[config.mk]
export PLATFORM = sky130hd
export DESIGN_NAME = mux2_rr_arbiter
export DESIGN_NICKNAME = d
export VERILOG_FILES = /design/src/rtl/mux2_rr_arbiter.sv
export SDC_FILE = /design/constraint.sdc
export NUM_CORES = 1
export LEC_CHECK = 0
export ABC_AREA = 1
export BUFFER_PORTS_ARGS = -buffer_cell sky130_fd_sc_hd__buf_2
export CORE_MARGIN = 2
export CORE_UTILIZATION = 35
export DETAILED_ROUTE_END_ITERATION = 16
export GPL_TIMING_DRIVEN = 0
export PLACE_DENSITY = 0.66
export SKIP_CTS_REPAIR_TIMING = 1
export SYNTH_ARGS = -nofsm -noshare
export SYNTH_HDL_FRONTEND = slang
export SYNTH_SLANG_ARGS = --single-unit
[constraint.sdc]
create_clock -name Clk -period 2.4 [get_ports Clk]
set_input_delay 0.36 -clock Clk [delete_from_list [all_inputs] [get_ports Clk]]
set_output_delay 0.36 -clock Clk [all_outputs]
set_load 0.02 [all_outputs]
[src/rtl/mux2_rr_arbiter.sv]
// rtl/mux2_rr_arbiter.sv - two-requester round-robin arbiter driving a shared 2:1 operand mux
// Registered grant/select, hold limit under contention, registered selected operand with valid strobe.
module mux2_rr_arbiter #(
    parameter int DATAWIDTH = 2,
    parameter int MAXHOLD   = 4
) (
    input  logic                 Clk,
    input  logic                 Rst,
    input  logic                 req_a,
    input  logic                 req_b,
    input  logic [DATAWIDTH-1:0] a,
    input  logic [DATAWIDTH-1:0] b,
    output logic                 grant_a,
    output logic                 grant_b,
    output logic                 sel,
    output logic [DATAWIDTH-1:0] d,
    output logic                 d_valid
);

    localparam int HOLD_W = $clog2(MAXHOLD + 1);
    localparam logic [HOLD_W-1:0] HOLD_LAST = HOLD_W'(MAXHOLD - 1);

    typedef enum logic [1:0] {
        IDLE  = 2'd0,
        OWN_A = 2'd1,
        OWN_B = 2'd2
    } state_t;

    state_t                state_q, state_d;
    logic [HOLD_W-1:0]     hold_cnt_q, hold_cnt_d;
    logic                  ptr_q, ptr_d;
    logic                  sel_q, sel_d;
    logic [DATAWIDTH-1:0]  d_q, d_d;
    logic                  d_valid_q, d_valid_d;

    always_ff @(posedge Clk or posedge Rst) begin
        if (Rst) begin
            state_q    <= IDLE;
            hold_cnt_q <= '0;
            ptr_q      <= 1'b0;
            sel_q      <= 1'b0;
            d_q        <= '0;
            d_valid_q  <= 1'b0;
        end else begin
            state_q    <= state_d;
            hold_cnt_q <= hold_cnt_d;
            ptr_q      <= ptr_d;
            sel_q      <= sel_d;
            d_q        <= d_d;
            d_valid_q  <= d_valid_d;
        end
    end

    always_comb begin
        state_d    = state_q;
        hold_cnt_d = hold_cnt_q;
        ptr_d      = ptr_q;
        sel_d      = sel_q;
        d_d        = d_q;
        d_valid_d  = 1'b0;

        case (state_q)
            IDLE: begin
                if (req_a && req_b)
                    state_d = ptr_q ? OWN_B : OWN_A;
                else if (req_a)
                    state_d = OWN_A;
                else if (req_b)
                    state_d = OWN_B;
            end
            OWN_A: begin
                if (!req_a)
                    state_d = req_b ? OWN_B : IDLE;
                else if (req_b) begin
                    if (hold_cnt_q == HOLD_LAST)
                        state_d = OWN_B;
                    else
                        hold_cnt_d = hold_cnt_q + HOLD_W'(1);
                end else
                    hold_cnt_d = '0;
            end
            OWN_B: begin
                if (!req_b)
                    state_d = req_a ? OWN_A : IDLE;
                else if (req_a) begin
                    if (hold_cnt_q == HOLD_LAST)
                        state_d = OWN_A;
                    else
                        hold_cnt_d = hold_cnt_q + HOLD_W'(1);
                end else
                    hold_cnt_d = '0;
            end
            default: state_d = IDLE;
        endcase

        // Any exit from an owner hands priority to the other side.
        if (state_d != state_q) begin
            hold_cnt_d = '0;
            if (state_q != IDLE)
                ptr_d = (state_q == OWN_A);
        end

        case (state_d)
            OWN_A:   sel_d = 1'b0;
            OWN_B:   sel_d = 1'b1;
            default: sel_d = sel_q;
        endcase

        // Capture uses the owner at this edge, so a switching edge still takes the old operand.
        if (state_q == OWN_A && req_a) begin
            d_d       = a;
            d_valid_d = 1'b1;
        end else if (state_q == OWN_B && req_b) begin
            d_d       = b;
            d_valid_d = 1'b1;
        end
    end

    assign grant_a = (state_q == OWN_A);
    assign grant_b = (state_q == OWN_B);
    assign sel     = sel_q;
    assign d       = d_q;
    assign d_valid = d_valid_q;

endmodule

# Word-level counts from Yosys, hierarchy flattened
# Cells that the tools add are included.
# totals
wordCells,50
reg_bits,10
rom_bits,0
mem_count,0
input_bits,8
mem_bits_rw,0
output_inout_bits,6
latchBits,0
# classes
eq_ne,8
n_reduce_logical,10
shifts,0
div_mod_pow,0
n_addsub,1
bitwise,0
muxes,25
n_mul,0
magnitude_cmp,0
# op_table
cell,count
2-bit two-way mux,13
3-bit two-way mux,6
"3-bit by 2-bit inequality test with 1-bit output, second input constant",2
2-bit case mux with 3 select lines,1
3-bit case mux with 2 select lines,1
2-bit nonzero test,3
"2-bit by 1-bit equality test with 1-bit output, second input constant",2
"2-bit equality test, second input constant",2
"3-bit by 1-bit adder with 3-bit output, second input constant",1
"3-bit by 2-bit equality test with 1-bit output, second input constant",1
1-bit logical AND,3
1-bit two-way mux,3
3-bit AND reduction,1
3-bit nonzero test,1
2-bit zero test,1
2-bit inequality test,1
1-bit case mux with 2 select lines,1
2-bit AND reduction,1

# Depth between registers and ports, before layout
# Gate-level depths: netlist of the first run.
# logic_depth
ltp_word,8
mapped_depth,13
ltp_nobuf,13

# Worst setup path before layout of the first run
# Ideal clock, no wire load.
# synth_path
path_type,register to register
from,register state_q[0]
to,"register sel_q, in the netlist sel"
arrival_time_ns,1.872
path_buffers,0
t_required_ns,2.275
setup_ns,0.125
stages_incl_launch_ff,11
slack_ns,0.404
synth_period_minus_slack_ns,1.996
path_cell_list,dfrtp_1 inv_1 ha_1 nand2_1 nor2_1 nand2_1 nand3_2 nand2_1 inv_1 ha_1 mux2_2
# synth_via
elab_cells_between_ends,17
classes_between,eq/ne (4); mux (11); reduce/logical (2)
# synth_rtl
element,line,text
"start, declared",29,"state_t state_q, state_d;"
"start signal, assigned",45,state_q <= state_d;
2-bit equality test (*),--,
named net grant_b,14,"output logic grant_b,"
2-bit case mux with 3 select lines (*),62,case (state_q)
named net state_d[1],29,
2-bit equality test / 2-bit by 1-bit equality test with 1-bit output (equally long branches),103,case (state_d)
1-bit case mux with 2 select lines / 2-bit nonzero test (equally long branches),--,
"end signal, assigned",48,sel_q <= sel_d;
"end, declared",32,"logic sel_q, sel_d;"
# Mark *: on every way through the listed nets, which the timed path passes. The rest lies on a longest branch.
# A chain may end at the register's enable or synchronous reset.

# Final worst setup path of the first run
# layout_path
from,register state_q[0]
to,"register sel_q, in the netlist sel"
# layout_via
elab_cells_between_ends,17
classes_between,eq/ne (4); mux (11); reduce/logical (2)
# layout_rtl
element,line
"2-bit equality test, or another cell as far along",62
2-bit case mux with 3 select lines (*),62
named net state_d[1],29
2-bit equality test / 2-bit by 1-bit equality test with 1-bit output (equally long branches),103
1-bit case mux with 2 select lines / 2-bit nonzero test (equally long branches),--
# Marked as above.

==> results of run 1 <==
power groups by stage:
stage	combinational, mW	sequential (mW)	clock (mW)
finish	0.659	0.282	0.108
floorplan	0.493	0.314	0
CTS	0.663	0.282	0.113
detailed placement	0.663	0.284	0
global route	0.751	0.291	0.122
global placement	0.641	0.285	0
synth_stat cells, drive strengths merged:
| cell type | count |
|---|---|
| xnor2 | 1 |
| o21ai | 4 |
| nor3 | 3 |
| a21oi | 4 |
| nand2 | 30 |
| dfrtp | 10 |
| mux2 | 1 |
| buf | 1 |
| nand3 | 8 |
| inv | 15 |
| o211ai | 1 |
| ha | 6 |
| nor2 | 10 |
cell families (layout without fill, tap and decap cells):
kind of cell             after synthesis  after routing  synth area share
AND/OR/NAND/NOR                       51             51             0.357
multiplexers                           1              1            0.0154
flip-flops                            10             10             0.343
XOR/XNOR                               1              1            0.0120
adder cells (fa/ha/maj)                6              6             0.103
buffers and inverters                 16             31            0.0926
AO/OA/AOI/OAI                          9              9            0.0772
per-stage QoR:
step	cells	hold WS (ns)	utilization	worst slack [ns]	area [um2]
final	136	0.0658	0.431	0.283	846
after global routing	136	0.0984	0.431	0.0958	846
after CTS	136	0.0713	0.431	0.294	846
after detailed placement	133	0.351	0.420	0.306	823
after global placement	133	0.345	0.420	0.301	823
after floorplan	94	0.200	-	0.404	729
layout make-up:
cell class	count	area, um2
repair buffers	12	60.1
flip-flops and latches	10	250
well taps	27	33.8
multi-input cells	68	412
fillers	212	1120
plain buffers	1	11.3
inverters	15	56.3
clock buffers	3	22.5
registers in the layout (all words and copies together), names as in the netlist:
| register | cells |
|---|---|
| hold_cnt_q | 3 |
| d | 2 |
| state_q | 2 |
| d_valid | 1 |
| ptr_q | 1 |
| sel | 1 |
per-layer routing:
layer | vias to the layer above | share of wire | track usage
li1 | 323 | - | -
met1 | 277 | 0.50 | 0.166
met2 | 17 | 0.45 | 0.196
met3 | 2 | 0.034 | 0.00909
met4 | 0 | 0.010 | 0.0880
met5 | - | 0 | 0
worst max-delay path by stage:
| stage | startpoint | end | slack (ns) |
|---|---|---|---|
| 3_3_place_gp | state_q[0] | sel | 0.30 |
| 2_1_floorplan | state_q[0] | sel | 0.40 |
| 3_5_place_dp | state_q[0] | sel | 0.31 |
| 4_1_cts | state_q[0] | sel | 0.29 |
| 5_1_grt | state_q[0] | sel | 0.1 |
| 6_report | state_q[0] | sel | 0.28 |
==> run_results.csv, run 1 <==
group,metric,value,unit
sta,post-route-min-period,2.12,ns
power_and_ir_drop,p_leak,0.460,nW
yosys,synth_top_area_frac,0.343,
global_routing,grt_usage,0.126,
sta,finalHoldViolCount,0,
clocking,clk_latency,0.25,ns
sta,finalClockSkew,0.00157,ns
sta,tightestPinTransition,0.376,ns
critical_path,worstRegToRegCells,10,
clocking,clock_path_buffers,2,
final_layout,final_cell_mix,"23 x nand2_1, 13 x inv_1, 12 x buf_2, 10 x dfrtp_1, 9 x nor2_1",
clocking,clock_sinks,10,
clocking,path_clk_slew,0.06,ns
sta,slew_headroom,0.749,
yosys,ys_ff_latch,10,
drt,vias,619,
global_routing,antenna_found_initial,0,
critical_path,crit_family,"adder cells",
critical_path,r2r_end,"sel",
critical_path,crit_chain,"inv_1, ha_1, nand2_1, nor2_1, nand2_1, nand3_2, nand2_1, inv_1, ha_1, mux2_2",
yosys,syn_avg_cell_area,7.76,um2
power_and_ir_drop,pwr-share-seq,0.269,
power_and_ir_drop,power_density,1240,nW/um2
power_and_ir_drop,p_int,535,uW
final_layout,area_growth,16.0,%
floorplanning,fp.coreArea,1960,um2
global_routing,grt_max_degree,11,
critical_path,r2r_slack,0.28,ns
global_routing,grt_remaining_overflow,0,
power_and_ir_drop,p_comb_frac,0.628,
yosys,syn_nets,108,
final_layout,diodes,0,
critical_path,cp-end-kind,"flip-flop",
global_routing,first_global_vias,571,
floorplanning,dieWidth,49.7,um
drt,wl_per_cell,9.93,um
clocking,root_buffer,"clkbuf_4",
run,max_cap_viol_count,0,
yosys,yosysUniqueCellTypes,19,
final_layout,drive_gt1_frac,0.321,
critical_path,timing.rr.start,"state_q[0]",
clocking,cts_buffers,3,
floorplanning,initial_utilization,0.372,
sta,max_freq,472,MHz
yosys,syn-cell-area,729,um2
critical_path,cp.depth,10,
drt,ant_nets,0,
final_layout,final_common_cell,"nand2_1",
critical_path,crit_buf_inv,2,
power_and_ir_drop,power_frac_clock,0.103,
floorplanning,die_area,2470,um2
place,gp_congestion,0.799,
power_and_ir_drop,sw_frac_of_total,0.490,
clocking,cts_tree,"built",
critical_path,slowest_stage,"dfrtp_1",
yosys,ys_seq_area_frac,0.343,
sta,setup_tns,0,ns
yosys,syn_inst,94,
yosys,synthTopCellsByArea,"dfrtp_1 34%, nand2_1 12%, ha_1 10%",
sta,slew_violations,0,
drt,via_per_inst,4.55,
global_routing,grt_pass1_wl,2390,um
critical_path,path_class,"reg2reg",
sta,setup_viol,0,
drt,dr.pass1.iters,4,
place,dpl.hpwl,1110,um
yosys,synth_largest_area_cell,"dfrtp_1",
critical_path,critPathArrivalTime,2.26,ns
place,port_buffers,12,
min_path,hold_class,"in2async",
drt,drc_errors,0,
outcome,status,"completed",
sta,rsz0062_at_grt,"false",
critical_path,slowest_delay,0.49,ns
final_layout,nNetsFinal,125,
floorplanning,top_level_ports,14,
critical_path,crit_fanout,7,
clocking,htreeDepth,1,
critical_path,start_kind,"flip-flop",
critical_path,crit_required,2.54,ns
sta,finalCritPeriodShare,0.882,
critical_path,crit_top_cell,"nand2_1",
floorplanning,die_y,49.7,um
drt,drtIter0Drc,16,
power_and_ir_drop,power,1.05,mW
power_and_ir_drop,p_sw,514,uW
drt,totalWireLength,1350,um
yosys,yosysWarnings,0,
power_and_ir_drop,peakVddDrop,0.407,mV
floorplanning,rows,16,
Power figures use the tool's default switching activity.
==> inputs of run 2 (changes only) <==
- clock period: 2.4 -> 2.3 ns (I/O delays scaled with it)
==> run 2 against run 1 <==
Clock power up 5%. Highest routed layer unchanged. Power up 4.5%. Clock-buffer cell count unchanged. Core utilization up 0.064 points. Combinational power up 4.2%. Largest cell class unchanged. Die area unchanged. First-iteration DRC count unchanged. Register-to-register slack about the same.
==> run_results.csv, run 2 (synthesized netlist as in run 1, its figures left out) <==
group,metric,value,unit
outcome,status,"completed",
global_routing,grt_usage,0.126,
min_path,hold_class,"in2async",
final_layout,instances_no_fill,136,
drt,via_per_inst,4.55,
global_routing,grt_pass1_wl,2390,um
clocking,clock_sinks,10,
floorplanning,die_area,2470,um2
drt,wl_per_cell,9.93,um
final_layout,final_cell_mix,"23 x nand2_1, 13 x inv_1, 12 x buf_2, 9 x nor2_1, 9 x dfrtp_1",
floorplanning,dieWidth,49.7,um
drt,vias,619,
critical_path,start_kind,"flip-flop",
final_layout,largest_reg_flops,3,
final_layout,area_growth,16.1,%
sta,setup_tns,0,ns
place,gp_congestion,0.799,
power_and_ir_drop,peakVddDrop,0.425,mV
clocking,clk_latency,0.25,ns
floorplanning,rows,16,
drt,drtIter0Drc,16,
clocking,htreeDepth,1,
critical_path,crit_buf_inv,2,
global_routing,grt_remaining_overflow,0,
clocking,clock_path_buffers,2,
sta,slew_violations,0,
critical_path,crit_family,"adder cells",
final_layout,drive_gt1_frac,0.330,
sta,finalHoldViolCount,0,
global_routing,grt_max_degree,11,
critical_path,timing.rr.start,"state_q[0]",
final_layout,fillers,214,
critical_path,worstRegToRegCells,10,
floorplanning,top_level_ports,14,
clocking,path_clk_slew,0.06,ns
clocking,cts_buffers,3,
critical_path,path_class,"reg2reg",
floorplanning,fp.coreArea,1960,um2
critical_path,crit_fanout,7,
final_layout,regMostFlops,"hold_cnt_q",
critical_path,r2r_end,"sel",
sta,slew_headroom,0.749,
sta,worst_slack,0.270,ns
drt,totalWireLength,1350,um
drt,drc_errors,0,
sta,max_freq,493,MHz
sta,rsz0062_at_grt,"false",
critical_path,cp-end-kind,"flip-flop",
drt,ant_nets,0,
global_routing,first_global_vias,571,
place,port_buffers,12,
power_and_ir_drop,power_density,1290,nW/um2
place,dpl.cell_count,133,
critical_path,slowest_stage,"dfrtp_2",
place,dp_slack,0.206,ns
final_layout,post-route-util,0.432,
final_layout,final_common_cell,"nand2_1",
critical_path,critPathArrivalTime,2.17,ns
critical_path,crit_required,2.44,ns
critical_path,r2r_slack,0.27,ns
sta,tightestPinTransition,0.376,ns
sta,finalCritPeriodShare,0.883,
place,dpl.hpwl,1110,um
drt,dr.pass1.iters,4,
floorplanning,initial_utilization,0.372,
global_routing,antenna_found_initial,0,
sta,whs,0.0508,ns
critical_path,crit_top_cell,"nand2_1",
critical_path,crit_chain,"inv_1, ha_1, nand2_1, nor2_1, nand2_1, nand3_2, nand2_1, inv_1, ha_1, mux2_2",
final_layout,diodes,0,
sta,setup_viol,0,
critical_path,slowest_delay,0.44,ns
sta,post-route-min-period,2.03,ns
power_and_ir_drop,p_leak,0.459,nW
final_layout,nNetsFinal,125,
run,max_cap_viol_count,0,
sta,finalClockSkew,0.00157,ns
clocking,cts_tree,"built",
clocking,root_buffer,"clkbuf_4",
floorplanning,die_y,49.7,um
-- run 2: worst max path at each step --
stage	from	to	slack (ns)	depth (start not counted)
after detailed placement	state_q[0]	sel	0.21	10
after global routing	state_q[1]	sel	0.07	10
final	state_q[0]	sel	0.27	10
after floorplan	state_q[0]	sel	0.30	10
after CTS	state_q[0]	sel	0.19	10
after global placement	state_q[0]	sel	0.20	10
-- run 2: per-stage QoR --
step                      power (mW)  cell area [um2]
after floorplan                0.841              729
after global placement         0.967              823
after detailed placement       0.987              823
after CTS                       1.10              846
after global routing            1.22              847
final                           1.10              847
-- run 2: metal layers --
metal / wire length [um] / track usage / up-vias
li1: - / - / 323
met3: 46 / 0.00909 / 2
met5: 0 / 0 / -
met2: 609 / 0.196 / 17
met1: 679 / 0.166 / 277
met4: 14 / 0.0880 / 0
-- run 2: where the power goes --
part	switching, mW	leakage (nW)	internal [mW]
Sequential	0.0522	0.128	0.244
Clock	0.0530	0.0138	0.0601
Combinational	0.432	0.317	0.256
-- run 2: cell type report --
class	instances	area, um2	area share
sequential	10	251	0.297
buffer	1	11.3	0.0133
tap	27	33.8	0.0399
timing repair buffer	12	60.1	0.0709
inverter	15	56.3	0.0665
multi-input combinational	68	412	0.486
clock buffer	3	22.5	0.0266
-- run 2: worst register-to-register path: cells and delay by family (launching register included) --
family	cells	cell delay (ns)
flip-flops	1	0.44
multiplexers	1	0.32
adder cells (fa/ha/maj)	2	0.53
AND/OR/NAND/NOR	5	0.47
buffers and inverters	2	0.15
